## config.mk

```make
export PLATFORM = sky130hd
export DESIGN_NAME = reg_value_entry
export DESIGN_NICKNAME = d
export VERILOG_FILES = /design/src/rtl/reg_value_entry_pkg.sv /design/src/rtl/reg_value_entry_key_debounce.sv /design/src/rtl/reg_value_entry.sv
export SDC_FILE = /design/constraint.sdc
export NUM_CORES = 1
export LEC_CHECK = 0
export CORE_MARGIN = 4
export CORE_UTILIZATION = 35
export CTS_CLUSTER_SIZE = 12
export DETAILED_ROUTE_END_ITERATION = 12
export GPL_ROUTABILITY_DRIVEN = 1
export GPL_TIMING_DRIVEN = 0
export PLACE_DENSITY = 0.65
export SYNTH_ARGS = -nofsm -noshare
export SYNTH_HDL_FRONTEND = slang
export SYNTH_SLANG_ARGS = --single-unit
```

## constraint.sdc

```tcl
create_clock -name clk -period 2.5 [get_ports clk]
set_input_delay 0.625 -clock clk [delete_from_list [all_inputs] [get_ports clk]]
set_output_delay 0.625 -clock clk [all_outputs]
set_load 0.02 [all_outputs]
```

## src/rtl/reg_value_entry_pkg.sv

```systemverilog
// rtl/reg_value_entry_pkg.sv - shared encodings, widths and helpers for the operator value-entry path
package reg_value_entry_pkg;

    typedef enum logic [1:0] {
        ST_IDLE  = 2'd0,
        ST_ENTRY = 2'd1,
        ST_WRITE = 2'd2
    } state_e;

    localparam logic [3:0] DIGIT_MAX = 4'd9;
    localparam logic [4:0] REG_ZERO  = 5'd0;
    localparam int         MAG_W     = 10;
    localparam int         CNT_W     = 2;
    localparam int         DATA_W    = 32;

    // Zero-extend before negating so -0 comes out as 0 and small magnitudes
    // become proper 32-bit two's-complement words.
    function automatic logic [DATA_W-1:0] signed_word(input logic neg,
                                                      input logic [MAG_W-1:0] mag);
        logic [DATA_W-1:0] ext;
        ext = {{(DATA_W-MAG_W){1'b0}}, mag};
        return neg ? (~ext + {{(DATA_W-1){1'b0}}, 1'b1}) : ext;
    endfunction

endpackage

```

## src/rtl/reg_value_entry_key_debounce.sv

```systemverilog
// rtl/reg_value_entry_key_debounce.sv - key synchronizer, optional debounce and rising-edge pulse
//
// Purpose: turns one raw active-high push-button into a single one-cycle pulse
//          per press. Optional stable-high counter when DEBOUNCE_EN is defined.
// Ports:
//   clk      system clock
//   rst      synchronous reset, active-low
//   key_i    raw button level
//   pulse_o  one-cycle pulse on each accepted press
// Macro: DEBOUNCE_EN (parameter DEBOUNCE_CYCLES exists only when defined)
module key_debounce
`ifdef DEBOUNCE_EN
#(
    parameter int DEBOUNCE_CYCLES = 250000
)
`endif
(
    input  logic clk,
    input  logic rst,
    input  logic key_i,
    output logic pulse_o
);

    logic sync1_q;
    logic sync2_q;
    logic prev_q;
    logic pulse_q;
    logic level;

`ifdef DEBOUNCE_EN
    localparam int CW = $clog2(DEBOUNCE_CYCLES + 1);

    logic [CW-1:0] cnt_q;
    logic          stable_q;

    // Level rises on the DEBOUNCE_CYCLES-th consecutive high sample and
    // drops on the first low sample.
    always_ff @(posedge clk) begin
        if (!rst) begin
            cnt_q    <= '0;
            stable_q <= 1'b0;
        end else if (!sync2_q) begin
            cnt_q    <= '0;
            stable_q <= 1'b0;
        end else if (cnt_q == CW'(DEBOUNCE_CYCLES - 1)) begin
            stable_q <= 1'b1;
        end else begin
            cnt_q <= cnt_q + CW'(1);
        end
    end

    assign level = stable_q;
`else
    assign level = sync2_q;
`endif

    always_ff @(posedge clk) begin
        if (!rst) begin
            sync1_q <= 1'b0;
            sync2_q <= 1'b0;
            prev_q  <= 1'b0;
            pulse_q <= 1'b0;
        end else begin
            sync1_q <= key_i;
            sync2_q <= sync1_q;
            prev_q  <= level;
            pulse_q <= level & ~prev_q;
        end
    end

    assign pulse_o = pulse_q;

endmodule

```

## src/rtl/reg_value_entry.sv

```systemverilog
// rtl/reg_value_entry.sv - builds a signed decimal value from BCD digits and issues one register write
//
// Purpose: operator-input path of the debug display. Digits accumulate into a
//          magnitude, a sign key toggles polarity, commit issues (rd, value)
//          to the register file through a valid/ready handshake.
// Ports:
//   clk, rst                          clock, synchronous active-low reset
//   digit_in[3:0], rd_in[4:0]         switch inputs
//   key_digit, key_sign, key_commit   raw active-high buttons
//   wr_valid, wr_ready                write handshake
//   wr_rd[4:0], wr_val[31:0]          write destination and two's-complement data
//   entry_mag[9:0], entry_neg         current entry for display echo
//   entry_cnt[1:0]                    digits accepted so far
//   err                               sticky error
// Macro: DEBOUNCE_EN enables per-key debounce counters (DEBOUNCE_CYCLES)
module reg_value_entry
    import reg_value_entry_pkg::*;
#(
    parameter int MAX_DIGITS = 3
`ifdef DEBOUNCE_EN
    ,
    parameter int DEBOUNCE_CYCLES = 250000
`endif
)
(
    input  logic        clk,
    input  logic        rst,
    input  logic [3:0]  digit_in,
    input  logic [4:0]  rd_in,
    input  logic        key_digit,
    input  logic        key_sign,
    input  logic        key_commit,
    output logic        wr_valid,
    input  logic        wr_ready,
    output logic [4:0]  wr_rd,
    output logic [31:0] wr_val,
    output logic [9:0]  entry_mag,
    output logic        entry_neg,
    output logic [1:0]  entry_cnt,
    output logic        err
);

    logic [2:0] keys;
    logic [2:0] key_pulse;

    // bit 0 digit, bit 1 sign, bit 2 commit
    assign keys = {key_commit, key_sign, key_digit};

    for (genvar g = 0; g < 3; g++) begin : g_key
`ifdef DEBOUNCE_EN
        key_debounce #(.DEBOUNCE_CYCLES(DEBOUNCE_CYCLES)) u_key (
            .clk     (clk),
            .rst     (rst),
            .key_i   (keys[g]),
            .pulse_o (key_pulse[g])
        );
`else
        key_debounce u_key (
            .clk     (clk),
            .rst     (rst),
            .key_i   (keys[g]),
            .pulse_o (key_pulse[g])
        );
`endif
    end

    state_e             state_q, state_d;
    logic [MAG_W-1:0]   mag_q, mag_d;
    logic               neg_q, neg_d;
    logic [CNT_W-1:0]   cnt_q, cnt_d;
    logic               err_q, err_d;
    logic [4:0]         wr_rd_q, wr_rd_d;
    logic [DATA_W-1:0]  wr_val_q, wr_val_d;

    logic commit_p;
    logic digit_p;
    logic sign_p;
    logic digit_ok;

    always_comb begin
        state_d  = state_q;
        mag_d    = mag_q;
        neg_d    = neg_q;
        cnt_d    = cnt_q;
        err_d    = err_q;
        wr_rd_d  = wr_rd_q;
        wr_val_d = wr_val_q;

        // Same-cycle priority: commit over digit over sign.
        commit_p = key_pulse[2];
        digit_p  = key_pulse[0] & ~key_pulse[2];
        sign_p   = key_pulse[1] & ~key_pulse[2] & ~key_pulse[0];
        digit_ok = (digit_in <= DIGIT_MAX);

        unique case (state_q)
            ST_IDLE, ST_ENTRY: begin
                if (commit_p) begin
                    if (rd_in == REG_ZERO) begin
                        err_d   = 1'b1;
                        mag_d   = '0;
                        neg_d   = 1'b0;
                        cnt_d   = '0;
                        state_d = ST_IDLE;
                    end else begin
                        wr_rd_d  = rd_in;
                        wr_val_d = signed_word(neg_q, mag_q);
                        state_d  = ST_WRITE;
                    end
                end else if (digit_p) begin
                    if (!digit_ok) begin
                        err_d = 1'b1;
                    end else if (state_q == ST_IDLE) begin
                        mag_d   = MAG_W'(digit_in);
                        cnt_d   = CNT_W'(1);
                        err_d   = 1'b0;
                        state_d = ST_ENTRY;
                    end else if (cnt_q >= CNT_W'(MAX_DIGITS)) begin
                        err_d = 1'b1;
                    end else begin
                        mag_d = mag_q * MAG_W'(10) + MAG_W'(digit_in);
                        cnt_d = cnt_q + CNT_W'(1);
                    end
                end else if (sign_p) begin
                    neg_d = ~neg_q;
                end
            end
            ST_WRITE: begin
                if (wr_ready) begin
                    mag_d   = '0;
                    neg_d   = 1'b0;
                    cnt_d   = '0;
                    state_d = ST_IDLE;
                end
            end
            default: state_d = ST_IDLE;
        endcase
    end

    always_ff @(posedge clk) begin
        if (!rst) begin
            state_q  <= ST_IDLE;
            mag_q    <= '0;
            neg_q    <= 1'b0;
            cnt_q    <= '0;
            err_q    <= 1'b0;
            wr_rd_q  <= '0;
            wr_val_q <= '0;
        end else begin
            state_q  <= state_d;
            mag_q    <= mag_d;
            neg_q    <= neg_d;
            cnt_q    <= cnt_d;
            err_q    <= err_d;
            wr_rd_q  <= wr_rd_d;
            wr_val_q <= wr_val_d;
        end
    end

    assign wr_valid  = (state_q == ST_WRITE);
    assign wr_rd     = wr_rd_q;
    assign wr_val    = wr_val_q;
    assign entry_mag = mag_q;
    assign entry_neg = neg_q;
    assign entry_cnt = cnt_q;
    assign err       = err_q;

endmodule

```

-- Word level (Yosys, flattened, before mapping)
Cells that the tools add are included.
- $lt $le $gt $ge: 2
- reductions and logical operators: 10
- bitwise operators: 14
- muxes and demuxes: 35
- eq/ne operators: 12
- add/subtract/negate cells: 3
- multiply operators: 1
- operator list (operator ; number):
    $mux 10 ; 7
    $add 32x1->32 const B ; 1
    $mux 32 ; 1
    $not 10->32 ; 1
    $mux 2 ; 12
    $pmux 10 s2 ; 1
    $ne 3x2->1 const B ; 5
    $mux 1 ; 11
    $add 10x4->10 ; 1
    $mul 10x3->9 const B ; 1
    $pmux 2 s2 ; 2
    $reduce_and 4->1 ; 2
    $not 1->1 ; 7
    $and 1x1->1 ; 6
    $reduce_and 6->1 ; 1
    $logic_not 5->1 ; 1
    $reduce_and 5->1 ; 1
    $le 4x4->1 const B ; 1
    $ne 4x1->1 const B ; 1
    $ne 4x3->1 const B ; 1
    $reduce_bool 2->1 ; 2
    $ne 3x3->1 const B ; 1
    $reduce_and 3->1 ; 1
    $add 2x1->2 const B ; 1
    8 further kinds ; 8
- output and inout bits: 52
- input port bits: 15
- flip-flop bits (word level): 65

-- Logic depth before layout (Yosys ltp)
Gate-level depths: netlist of run 1.
- depth after elaboration: 8
- mapped depth: 8

-- Cells and area by module
From an unflattened synthesis of run 1, not the netlist that was laid out.
- cells, all modules: 312
- area, all modules: 2822.7 sq um
- by module, submodules not included (module ; cells an instance ; instances ; area each (sq um) ; sequential area each (sq um)):
    reg_value_entry ; 288 ; 1 ; 2488.6 ; 800.8
    key_debounce ; 8 ; 3 ; 111.4 ; 80.1

-- Worst setup path before layout of run 1
No wires, ideal clock.
- kind: register -> register
- start: register mag_q[1], in the netlist entry_mag[1]
- end: register mag_q[9], in the netlist entry_mag[9]
- arrival: 2629 ps
- required time: 2438 ps
- path slack: -191 ps
- setup time: 62 ps
- path buffers: 0
- cell stages (with the launch flop): 9
- cell sequence: dfxtp_1 ha_1 ha_1 fa_1 a211o_1 a21oi_1 nor4bb_1 or4b_1 nand3_1
- cells in the longest elaborated chain, start to end: 8
- RTL lines (what ; RTL line ; source):
    start, declared ; reg_value_entry.sv:68 ; logic [MAG_W-1:0] mag_q, mag_d;
    start signal, assigned ; reg_value_entry.sv:150 ; mag_q <= mag_d;
    $mul 10x3->9 ; reg_value_entry.sv:120 ; mag_d = mag_q * MAG_W'(10) + MAG_W'(digit_in);
    $add 10x4->10 ; reg_value_entry.sv:120 ;
    $mux 10 ; reg_value_entry.sv:117 ; end else if (cnt_q >= CNT_W'(MAX_DIGITS)) begin
    $mux 10 ; reg_value_entry.sv:112 ; end else if (state_q == ST_IDLE) begin
    $mux 10 ; reg_value_entry.sv:110 ; if (!digit_ok) begin
    $mux 10 ; reg_value_entry.sv:109 ; end else if (digit_p) begin
    $mux 10 ; reg_value_entry.sv:97 ; if (commit_p) begin
    $pmux 10 s2 ; reg_value_entry.sv:95 ; unique case (state_q)
No other way between the ends. The select of a mux whose other input is x is not followed.
A chain may end at the register's enable or synchronous reset.

-- Worst setup path after layout of run 1
- start: input rd_in[2]
- end: register mag_q[9], in the netlist entry_mag[9]
- cells in the longest elaborated chain, start to end: 3
- RTL lines (what ; RTL line ; source):
    start, declared ; reg_value_entry.sv:29 ; input logic [4:0] rd_in,
    $logic_not 5->1 ; reg_value_entry.sv:98 ; if (rd_in == REG_ZERO) begin
    $ne 3x3->1 (no line) ; - ;
    $reduce_and 6->1 (no line) ; - ;
No other way between the ends.

==> results_dict.tcl, run 1 <==
set metrics [dict create \
    worst_reg_to_reg_cells 7 \
    number_of_diodes_added_for_antenna_fixing 0 \
    overall_routing_resource_usage_pct 14.7 \
    crit_slowest_cell "sky130_fd_sc_hd__or4_4" \
    grt_setup_unrepaired "true" \
    p_per_area_mw_per_mm2 406 \
    crit_buf_inv 1 \
    detailed_place_hpwl_mm 5.22 \
    die_w_um 96.6 \
    finalCritPeriodShare_pct 98.0 \
    wire_length_of_the_first_global_routing_pass_mm 11.5 \
    critical_path.max_stage_delay_ps 570 \
    maximum_fanout_along_the_worst_path 3 \
    critical-path-top-delay-family "simple AND/OR/NAND/NOR gates" \
    pwr-share-clk_pct 34.4 \
    internal_power_w 0.00118 \
    r2r-end "entry_mag[9]$_SDFFE_PN0P_" \
    numCtsBuffers 5 \
    drc_errors 0 \
    critical_path_required_time_ps 2750 \
    power_spent_charging_and_discharging_nets_w 0.000369 \
    post-route-cell-area_mm2 0.00381 \
    root_driver "sky130_fd_sc_hd__clkbuf_8" \
    worst_setup_path_start_kind "input port" \
    synth-async-reset-ratio_pct 0 \
    synthCells 307 \
    crit_path_cell_trace "clkdlybuf4s50_1 > or4_4 > o31a_1 > a21oi_2 > or4b_1 > nand3_1" \
    drtIter0Drc 91 \
    cp-end-kind "flip-flop" \
    final_layout_size_suffix_gt1_share_pct 14.1 \
    finalMaxSlewViolations 0 \
    worstHoldPathCells 1 \
    die_area_mm2 0.00933 \
    post_synth_instance_area_mm2 0.00275 \
    hold_path_startpoint "g_key[1].u_key.prev_q$_SDFF_PN0_" \
    post_drt_wl_per_cell_um 14.0 \
    fp-row-count 32 \
    clock_insertion_delay_worst_skew_ps 310 \
    die_y_um 96.6 \
    ys_ff_latch 52 \
    area_growth_synth_to_finish_pct 38.6 \
    clock_sink_count 52 \
    yosys_warnings 0 \
    detailroute.via_count 2455 \
    pwr-share-comb_pct 10.4 \
    fin_crit_ps 2450 \
    cts_max_level 2 \
    detailedRoute.firstPassIterationCount 4 \
    max_clock_freq_ghz 0.408 \
    number_of_antenna_violations_at_the_first_check_in_global_routing 0 \
    hold_violations 0 \
    fp.coreArea_mm2 0.00769 \
    irDropWorstVdd_uv 325 \
    first_global_vias 2370 \
    effective_utilization_at_floorplan_pct 35.7 \
    reg_to_reg_slack_setup_ps 70 \
    cellLeakagePower_nw 1.58 \
    cts_tree "yes" \
    clock-skew-final_ps 5.62 \
    overflow 0 \
    max-slew-margin-rel_pct 48.5 \
    postPlaceCellArea_mm2 0.00355 \
    clk_pin_slew_ps 90 \
    p_sw_share_pct 23.9 \
    postSynthNetCount 341 \
    tightestPinTransition_ps 763 \
    post_cts_hold_buffer_count 0 \
    max_cap_viol_count 0 \
    fin_nets 423 \
    ys_dominant_reg_cell "sky130_fd_sc_hd__dfxtp_1" \
    postSynthAreaPerCell_um2 8.95 \
    worst_hold_path.endpoint "g_key[1].u_key.pulse_o$_SDFF_PN0_" \
    hold_class "reg -> reg" \
    routed_via_density 4.99 \
    setup_total_negative_slack_ps 0 \
    io_buffer_count 66 \
    top_level_ports 67 \
    status "completed" \
    critical_path_start_end_classification "in -> reg" \
    regToRegStartpoint "entry_mag[2]$_SDFFE_PN0P_" \
    final_wirelength_mm 6.90 \
    maximum_number_of_pins_on_one_net_before_global_route_repair 16 \
    synth-edff-count 0 \
    detail-route-antenna-nets 0 \
    setup-violations-final 0 \
    whs_ps 384 \
    synth_cell_types 48 \
    worst_ep_arrival_time_ps 2710 \
    seq_area_frac_synth_pct 37.9 \
    cts_max_path_bufs 2 \
    gp_routability_congestion 0.862 \
    power.sequential.fraction_pct 55.2 \
]
## layout make-up
| type | count | area, um2 |
|---|---|---|
| Clock buffer | 7 | 97.6 |
| Tap cell | 102 | 128 |
| Buffer | 26 | 151 |
| Timing Repair Buffer | 75 | 729 |
| Multi-Input combinational cell | 224 | 1620 |
| Inverter | 5 | 18.8 |
| Clock inverter | 1 | 5.00 |
| Fill cell | 730 | 3880 |
| Sequential cell | 52 | 1060 |
## layout by cell type, fill, tap and decap left out, drive strengths merged, types with 7 or more instances in the layout
cell | synthesis | layout
dfxtp | 52 | 52
and2 | 11 | 11
nor2 | 11 | 11
buf | 14 | 22
nand3 | 7 | 7
nand2 | 45 | 45
ha | 17 | 17
clkbuf | 12 | 20
a21boi | 25 | 25
xor2 | 8 | 8
o211a | 8 | 8
nor2b | 9 | 9
a21oi | 11 | 11
clkdlybuf4s50 | 0 | 64
## what timing repair did
action / CTS / global route
endpoints found under the setup margin: 2 / 26
setup buffers: 2 / 7
cloned: 0 / 0
resized for setup: 9 / 15
pin swaps: 3 / 10
## cell families (layout without fill, tap and decap cells)
| family | Yosys count | in the layout | synth area share (%) |
|---|---|---|---|
| flip-flops | 52 | 52 | 37.9 |
| adder cells (fa/ha/maj) | 19 | 19 | 9.20 |
| XOR/XNOR | 14 | 14 | 4.46 |
| AND/OR/NAND/NOR | 108 | 108 | 19.9 |
| buffers and inverters | 31 | 114 | 6.06 |
| AO/OA/AOI/OAI | 83 | 83 | 22.5 |
## flip-flops by register name, indices dropped and copies added, names as in the netlist, 2 cells and up
register and flops:
wr_val 19, entry_mag 10, wr_rd 5, g_key.u_key.level 3, g_key.u_key.prev_q 3, g_key.u_key.pulse_o 3, g_key.u_key.sync1_q 3, entry_cnt 2
state_q 2
## power by group through the flow
stage | clock network, W | registers, W | logic (W)
after floorplan | 0 | 0.000885 | 0.0000722
after global placement | 0 | 0.000876 | 0.000152
after detailed placement | 0 | 0.000876 | 0.000153
after CTS | 0.000548 | 0.000856 | 0.000156
after global routing | 0.000583 | 0.000856 | 0.000178
final | 0.000532 | 0.000853 | 0.000161
## metrics by stage
step | total power (W) | std cells | worst slack, ps | utilization, %
6_report | 0.00155 | 492 | 48.9 | 49.5
4_1_cts | 0.00156 | 485 | 0.592 | 48.0
5_1_grt | 0.00162 | 492 | -77.5 | 49.5
2_1_floorplan | 0.000957 | 307 | 19.6 | -
3_3_place_gp | 0.00103 | 475 | -450 | 46.2
3_5_place_dp | 0.00103 | 475 | -462 | 46.2
## cell usage after synthesis (all sizes together), types with 5 or more instances
master | number | area [um2]
xor2 | 8 | 70.1
o21ai | 6 | 30.0
a21boi | 25 | 188
ha | 17 | 213
inv | 5 | 18.8
a21oi | 11 | 58.8
nor2b | 9 | 56.3
o211a | 8 | 80.1
xnor2 | 6 | 52.6
o211ai | 6 | 45.0
dfxtp | 52 | 1040
buf | 14 | 103
nand2 | 45 | 169
and2 | 11 | 71.3
nor2 | 11 | 41.3
clkbuf | 12 | 45.0
nand3 | 7 | 35.0
o21a | 6 | 45.0
## metal layers
metal	global-route usage, %	part of all wire [%]
met5	0	0
met4	4.10	0.99
met3	3.10	5.4
met1	19.0	46
met2	24.7	48
## worst max-delay path by stage
stage | start | end | slack (ps) | cells past startpoint
after detailed placement | digit_in[1] | entry_mag[9]$_SDFFE_PN0P_ | -460 | 8
after global routing | entry_mag[3]$_SDFFE_PN0P_ | entry_mag[9]$_SDFFE_PN0P_ | -80 | 8
after CTS | rd_in[2] | entry_mag[9]$_SDFFE_PN0P_ | 0.6 | 6
after floorplan | entry_mag[1]$_SDFFE_PN0P_ | entry_mag[9]$_SDFFE_PN0P_ | 20 | 8
final | rd_in[2] | entry_mag[9]$_SDFFE_PN0P_ | 50 | 6
after global placement | digit_in[1] | entry_mag[9]$_SDFFE_PN0P_ | -450 | 8
Note: power is estimated with default switching activity, not from simulation.
==> run 2: changes to the inputs <==
--- a/config.mk
+++ b/config.mk
@@ -5,7 +5,6 @@
 export SDC_FILE = /design/constraint.sdc
 export NUM_CORES = 1
 export LEC_CHECK = 0
-export CORE_MARGIN = 4
 export CORE_UTILIZATION = 35
 export CTS_CLUSTER_SIZE = 12
 export DETAILED_ROUTE_END_ITERATION = 12
==> results_dict.tcl, run 2 (synthesis gave the netlist of run 1 again) <==
set metrics [dict create \
    cellLeakagePower_nw 1.55 \
    gp_routability_congestion 0.793 \
    cts_max_level 2 \
    top_level_ports 67 \
    final_wirelength_mm 6.74 \
    final_layout_size_suffix_gt1_share_pct 12.5 \
    clk_pin_slew_ps 90 \
    detailroute.via_count 2433 \
    pwr-share-clk_pct 37.9 \
    hold_violations 0 \
    power_spent_charging_and_discharging_nets_w 0.000360 \
    clock_insertion_delay_worst_skew_ps 300 \
    critical_path_start_end_classification "reg -> reg" \
    fp-row-count 31 \
    numCtsBuffers 5 \
    largest_register_ff_count 19 \
    pwr-share-comb_pct 9.7 \
    irDropWorstVdd_uv 274 \
    worst_ep_arrival_time_ps 2740 \
    max_clock_freq_ghz 0.400 \
    post_drt_wl_per_cell_um 14.0 \
    clock_sink_count 52 \
    drc_errors 0 \
    overflow 0 \
    post_cts_hold_buffer_count 0 \
    first_global_vias 2276 \
    p_sw_share_pct 22.0 \
    grt_setup_unrepaired "true" \
    setup.worst_path.start "entry_mag[1]$_SDFFE_PN0P_" \
    area_growth_synth_to_finish_pct 35.8 \
    maximum_fanout_along_the_worst_path 4 \
    critical_path_required_time_ps 2740 \
    max_cap_viol_count 0 \
    setup-violations-final 0 \
    root_driver "sky130_fd_sc_hd__clkbuf_8" \
    internal_power_w 0.00127 \
    maximum_number_of_pins_on_one_net_before_global_route_repair 16 \
    routed_via_density 5.05 \
    mostFrequentLayoutCell "sky130_fd_sc_hd__clkdlybuf4s50_1" \
    cts_tree "yes" \
    number_of_diodes_added_for_antenna_fixing 0 \
    layout.cells.most_common_list "65 x sky130_fd_sc_hd__clkdlybuf4s50_1, 46 x sky130_fd_sc_hd__dfxtp_1, 45 x sky130_fd_sc_hd__nand2_1" \
    io_buffer_count 66 \
    detailed_place_hpwl_mm 5.14 \
    detail-route-antenna-nets 0 \
    finalMaxSlewViolations 0 \
    setup_total_negative_slack_ps 0 \
    effective_utilization_at_floorplan_pct 37.1 \
    finished_core_util_pct 50.4 \
    cts_max_path_bufs 2 \
    max-slew-margin-rel_pct 50.0 \
    hold_path_startpoint "g_key[2].u_key.prev_q$_SDFF_PN0_" \
    tightestPinTransition_ps 740 \
    die_y_um 90.6 \
    status "completed" \
    die_w_um 90.6 \
    clock-skew-final_ps 8.60 \
    number_of_antenna_violations_at_the_first_check_in_global_routing 0 \
    finalCritPeriodShare_pct 99.9 \
    regToRegStartpoint "entry_mag[1]$_SDFFE_PN0P_" \
    power.sequential.fraction_pct 52.4 \
    hold_class "reg -> reg" \
    die_area_mm2 0.00821 \
    detailedRoute.firstPassIterationCount 4 \
    cp-end-kind "flip-flop" \
    drtIter0Drc 84 \
    fin_nets 417 \
    overall_routing_resource_usage_pct 16.6 \
    worst_setup_path_start_kind "flip-flop" \
    fp.coreArea_mm2 0.00741 \
    wire_length_of_the_first_global_routing_pass_mm 11.0 \
    p_per_area_mw_per_mm2 438 \
    fin_crit_ps 2500 \
]
run 2: changes by cell type in the layout (fill, tap and decap cells not counted), moves of 2 or more:
cell,change
sky130_fd_sc_hd__a21oi_2,+2
sky130_fd_sc_hd__dfxtp_4,-2
sky130_fd_sc_hd__buf_4,-6
sky130_fd_sc_hd__dfxtp_2,+2
sky130_fd_sc_hd__ha_4,-2
run 2: worst paths after layout:
kind	end	slack, ps	cells after the start
max	entry_mag[9]$_SDFFE_PN0P_	3	8
min	g_key[2].u_key.pulse_o$_SDFF_PN0_	380	1
max reg2reg	entry_mag[9]$_SDFFE_PN0P_	3	8
min reg2reg	g_key[2].u_key.pulse_o$_SDFF_PN0_	380	1
run 2: power groups by stage:
stage          combinational (W)  sequential, W  clock (W)
2_1_floorplan          0.0000722       0.000885          0
3_3_place_gp            0.000151       0.000876          0
3_5_place_dp            0.000154       0.000876          0
4_1_cts                 0.000157       0.000856   0.000637
5_1_grt                 0.000173       0.000859   0.000668
6_report                0.000158       0.000856   0.000619
run 2: area by class of cell:
cell class,instances,area [um2]
flip-flops and latches,52,1050
fillers,718,3680
well taps,99,124
clock inverters,1,30.0
clock buffers,6,93.8
plain buffers,26,151
repair buffers,69,682
multi-input cells,224,1580
inverters,5,18.8
run 2: timing repair:
action | CTS | global route
gates resized for setup | 9 | 9
setup buffers | 2 | 1
endpoints found under the setup margin | 2 | 16
pin swaps | 1 | 1
cloned | 0 | 0
run 2: per-stage QoR:
stage          power (W)  std cells  worst slack (ps)  hold WS (ps)  area [um2]
2_1_floorplan   0.000957        307              19.6           367        2760
3_3_place_gp     0.00103        472              -443           372        3540
3_5_place_dp     0.00103        472              -457           371        3540
4_1_cts          0.00165        481              1.40           384        3700
5_1_grt          0.00170        482             -45.8           390        3730
6_report         0.00163        482              2.94           383        3730
run 2: critical path: stages, from the launching register on:
cell and delay [ps]:
sky130_fd_sc_hd__dfxtp_4 360, sky130_fd_sc_hd__ha_1 290, sky130_fd_sc_hd__ha_2 210, sky130_fd_sc_hd__fa_2 360
sky130_fd_sc_hd__xor2_1 180, sky130_fd_sc_hd__and4_1 250, sky130_fd_sc_hd__nor4bb_2 180, sky130_fd_sc_hd__or4b_1 520
sky130_fd_sc_hd__nand3_1 90
run 2: metal layers:
metal  global-route usage [%]  routed length (um)
met4                     3.36                  54
met2                     27.8                3170
met5                        0                   0
met1                     21.9                3120
met3                     3.37                 391
